[src/rtl/reg_status_file.sv]
// Architectural register file with rename-tag tracking.
// Combinational reads with commit bypass; clocked commit, alloc and flush.
module reg_status_file #(
  parameter int DATA_LEN = 32,
  parameter int REG_NUM  = 32,
  parameter int REG_LEN  = 5,
  parameter int TAG_LEN  = 5,
  parameter int NUM_RD   = 2,
  parameter int CNT_LEN  = 6
) (
  input  logic                         clk,
  input  logic                         rst,
  input  logic                         rdy,
  input  logic [NUM_RD*REG_LEN-1:0]    rs_addr,
  output logic [NUM_RD*DATA_LEN-1:0]   rs_val,
  output logic [NUM_RD*TAG_LEN-1:0]    rs_tag,
  input  logic                         alloc_en,
  input  logic [REG_LEN-1:0]           alloc_rd,
  input  logic [TAG_LEN-1:0]           alloc_tag,
  input  logic                         commit_en,
  input  logic [REG_LEN-1:0]           commit_rd,
  input  logic [TAG_LEN-1:0]           commit_tag,
  input  logic [DATA_LEN-1:0]          commit_val,
  input  logic                         flush,
  output logic [CNT_LEN-1:0]           pending_cnt
);

  logic [DATA_LEN-1:0] v [REG_NUM];
  logic [TAG_LEN-1:0]  q [REG_NUM];
  logic [CNT_LEN-1:0]  cnt;
  logic [CNT_LEN-1:0]  cnt_nxt;

  logic c_wr;
  logic a_wr;
  logic c_clr;
  logic same;
  logic inc;
  logic dec;

  for (genvar k = 0; k < NUM_RD; k++) begin : g_rd
    logic [REG_LEN-1:0] a;
    logic               hit;

    assign a   = rs_addr[k*REG_LEN +: REG_LEN];
    assign hit = commit_en && (commit_rd == a) &&
                 (commit_tag == q[a]) && (q[a] != '0);

    assign rs_val[k*DATA_LEN +: DATA_LEN] =
      (a == '0) ? '0 : (hit ? commit_val : v[a]);
    assign rs_tag[k*TAG_LEN +: TAG_LEN] =
      ((a == '0) || hit) ? '0 : q[a];
  end

  assign c_wr  = commit_en && (commit_rd != '0);
  assign a_wr  = alloc_en && (alloc_rd != '0);
  assign c_clr = c_wr && (q[commit_rd] == commit_tag) &&
                 (q[commit_rd] != '0);
  assign same  = a_wr && c_wr && (alloc_rd == commit_rd);
  assign inc   = a_wr && (q[alloc_rd] == '0);
  // a clear overwritten by a same-cycle alloc leaves the reg pending
  assign dec   = c_clr && !same;

  always_comb begin
    cnt_nxt = cnt;
    if (inc && !dec)
      cnt_nxt = cnt + CNT_LEN'(1);
    else if (dec && !inc)
      cnt_nxt = cnt - CNT_LEN'(1);
  end

  always_ff @(posedge clk) begin
    if (rst) begin
      for (int i = 0; i < REG_NUM; i++) begin
        v[i] <= '0;
        q[i] <= '0;
      end
      cnt <= '0;
    end else if (rdy) begin
      if (c_wr)
        v[commit_rd] <= commit_val;
      if (flush) begin
        for (int i = 0; i < REG_NUM; i++)
          q[i] <= '0;
        cnt <= '0;
      end else begin
        if (c_clr)
          q[commit_rd] <= '0;
        if (a_wr)
          q[alloc_rd] <= alloc_tag;
        cnt <= cnt_nxt;
      end
    end
  end

  assign pending_cnt = cnt;

endmodule

[config.mk]
export PLATFORM = sky130hd
export DESIGN_NAME = reg_status_file
export DESIGN_NICKNAME = d
export VERILOG_FILES = /design/src/rtl/reg_status_file.sv
export SDC_FILE = /design/constraint.sdc
export NUM_CORES = 2
export LEC_CHECK = 0
export ABC_AREA = 1
export BUFFER_PORTS_ARGS = -buffer_cell sky130_fd_sc_hd__buf_2
export CORE_UTILIZATION = 39
export CTS_CLUSTER_SIZE = 20
export DETAILED_ROUTE_END_ITERATION = 8
export PLACE_DENSITY = 0.5
export RECOVER_POWER = 100
export SLEW_MARGIN = 20
export SYNTH_ARGS = -nofsm -noshare
export SYNTH_HDL_FRONTEND = slang
export SYNTH_SLANG_ARGS = --single-unit
[constraint.sdc]
create_clock -name clk -period 6.3 [get_ports clk]
set_input_delay 1.89 -clock clk [delete_from_list [all_inputs] [get_ports clk]]
set_output_delay 1.89 -clock clk [all_outputs]
set_load 0.03 [all_outputs]
==> results.toml <==
[timing]
final-setup-viol-count = 50
tightest_slew_ns = 2.56
setup_ws_ns = -0.0707
slew_headroom_pct = -70.6
finalMaxSlewViolations = 436
fmax_mhz = 157
fin_setup_tns_ns = -1.94
grt_setup_unrepaired = "true"
min_period_over_period_pct = 101
hold_viol_final = 0
period_minus_slack_ns = 6.37
clock_skew_ns = 0.0130

[layout]
area_growth_pct = 18.2
regArea_um2 = 35700
multi_input_area_um2 = 28800
drive_gt1_share_pct = 13.3
fill_cells = 16959
fin_nets = 8534

[placement]
gp_congestion = 0.981
port_buffers = 147
place_hpwl_um = 198000

[worst_setup_path]
critPathMaxFanout = 8
cp.arrival_ns = 4.48
required_ns = 4.41
cp-end-kind = "output port"
crit_type = "input port to output port"
crit_path_start_kind = "input port"

[pwr]
total_power_w = 0.0210
leakage_nw = 31.7
ir_drop_uv = 314
power.density_nw_per_um2 = 260

[global_route]
grt_pass1_vias = 63080
grt_pass1_wl_um = 462000
grt_overflow = 0
grt.total_usage_pct = 36.4
antenna_found_initial = 6
grt_max_degree = 104

[synth]
synth_ff_type = "edfxtp_1"
synth_area_um2 = 68300
synth_warnings = 0
synth_most_common_cell = "nand2_1"
synth_common_cells = "nand2_1, nor2_1, a21oi_1"
synth_edf_count = 1184
synth_top_area_share_pct = 52.1
syn_inst = 8313
synth_area_leaders = "edfxtp_1, a21oi_1, nand2_1"
synth_top_cell_by_area = "edfxtp_1"
ys_ff_latch = 1190
ys_types = 52
ys_seq_area_share_pct = 52.3
syn_area_per_cell_um2 = 8.21
async_flop_share_pct = 0

[detailed_routing]
wirelength_um = 334000
drc = 0
first_pass_iters = 9
drtIter0Drc = 9531
vias_per_cell = 6.20
detail-route-antenna-nets = 0
wl_per_cell_um = 30.7
vias = 67559

[clocking]
worstSkewPairLatency_ns = 0.81
h-tree-depth = 4
root_buffer = "clkbuf_16"
cts_made_buffers = 142
clockBufferDepth = 3
tritoncts = "done"
clk_pin_slew_ns = 0.05
clock-sinks = 1190
postCtsHoldBufs = 0

[floorplanning]
start_util_pct = 39.3
die_area_um2 = 177000
fp.dieW_um = 420
die_h_um = 420
core_area_um2 = 174000
rows = 153
ios = 148

[job]
drv_cap = 14

[run_status]
violations = "max-capacitance violations, max-slew violations, negative setup slack"
outcome = "complete, but fails checks"

[worst_hold_path]
min_path_type = "register to register"
-- per-stage QoR --
stage	cell area, um^2	std cells	utilization (%)	hold slack (ns)	setup WS [ns]
2_1_floorplan	68400	8349	-	0.600	0.496
3_3_place_gp	74700	10581	43.0	0.475	-0.619
3_5_place_dp	74700	10581	43.0	0.481	-0.633
4_1_cts	80200	10856	46.2	0.496	-0.0660
5_1_grt	80700	10890	46.4	0.523	-0.129
6_report	80700	10894	46.4	0.494	-0.0707
-- registers in the layout (all words and copies together), names as in the netlist --
name and count:
q 160, v 1024, pending_cnt 6
-- per-layer routing --
metal / part of all wire, % / track usage (%) / up-vias / routed length [um]
met5: 0.0084 / 0 / - / 28
met1: 38 / 47.5 / 32773 / 127000
met3: 11 / 6.49 / 1017 / 36300
met4: 6.6 / 21.1 / 4 / 22000
li1: - / - / 29053 / -
met2: 45 / 56.7 / 4712 / 149000
-- cell usage in the layout, fill, tap and decap left out, types with 17 or more instances in the layout --
cell type / count
clkinv_1: 46
clkbuf_1: 63
nand3_2: 20
o21a_1: 77
buf_2: 61
nor3_1: 19
nor2_4: 18
o21ai_1: 76
clkbuf_2: 54
nor2_2: 31
o31ai_1: 44
buf_6: 54
nor2_1: 1422
o221ai_1: 33
a221oi_1: 102
a22oi_1: 17
a32oi_1: 41
buf_4: 376
nand2_1: 1590
clkbuf_16: 160
buf_16: 26
a21oi_1: 1344
nand2_2: 43
conb_1: 37
edfxtp_1: 1184
nand3_1: 312
clkbuf_4: 31
o21ai_0: 548
inv_2: 25
a211oi_1: 57
inv_1: 295
buf_12: 88
a31oi_1: 37
-- power breakdown --
group          internal, W  leakage, nW  switching (W)
sequential         0.00915         11.4       0.000297
clock              0.00432         2.07        0.00348
combinational      0.00116         18.2        0.00255
-- final cells by class --
cell class	instances	area share (%)
Sequential cell	1190	44.2
Multi-Input combinational cell	6032	35.6
Timing Repair Buffer	755	9.51
Clock buffer	178	4.68
Tap cell	2325	3.61
Inverter	338	1.71
Clock inverter	70	0.583
Timing Repair inverter	2	0.0341
Antenna cell	4	0.0124
-- critical path, cell delays in order --
cell      delay (ns)
buf_16          0.15
buf_12          0.16
buf_12          0.15
buf_4           0.12
nor2_1          0.03
o211ai_1        0.23
nand3_1         0.16
nand3_2         0.14
nand2_2         0.08
o21ai_2         0.13
a21oi_2         0.04
and2_4          0.18
buf_12          0.14
nand2_8         0.13
buf_12          0.17
nand2_2         0.09
buf_12          0.15
nor2_1          0.11
buf_4           0.18
-- path summary, 6_finish.rpt --
kind | startpoint | endpoint | slack [ns] | depth (start not counted)
setup / recovery | rs_addr[5] | rs_tag[8] | -0.07 | 19
hold / removal | pending_cnt[2]$_SDFFE_PP0P_ | pending_cnt[2]$_SDFFE_PP0P_ | 0.49 | 2
setup reg to reg | q[26][1]$_SDFFCE_PN0P_ | q[28][1]$_SDFFCE_PN0P_ | 2.45 | 18
hold reg to reg | pending_cnt[2]$_SDFFE_PP0P_ | pending_cnt[2]$_SDFFE_PP0P_ | 0.49 | 2
-- kinds of logic (layout without fill, tap and decap cells) --
logic type | after synthesis | after routing | share of synthesized area, %
AOI/OAI and AO/OA | 2473 | 2473 | 20.1
adders and majority gates | 5 | 5 | 0.103
and+or+nand+nor | 3503 | 3504 | 20.2
buffers and inverters | 1128 | 1343 | 7.15
DFF | 1190 | 1190 | 52.3
other | 1 | 41 | 0.00549
xor gates and xnor gates | 13 | 13 | 0.178
-- repair_timing --
item / 4_1_cts / 5_1_grt
endpoints found under the setup margin: 74 / 74
cloned: 18 / 15
setup buffers: 10 / 24
pin swaps: 16 / 66
resized for setup: 182 / 329
Power figures use the tool's default switching activity.
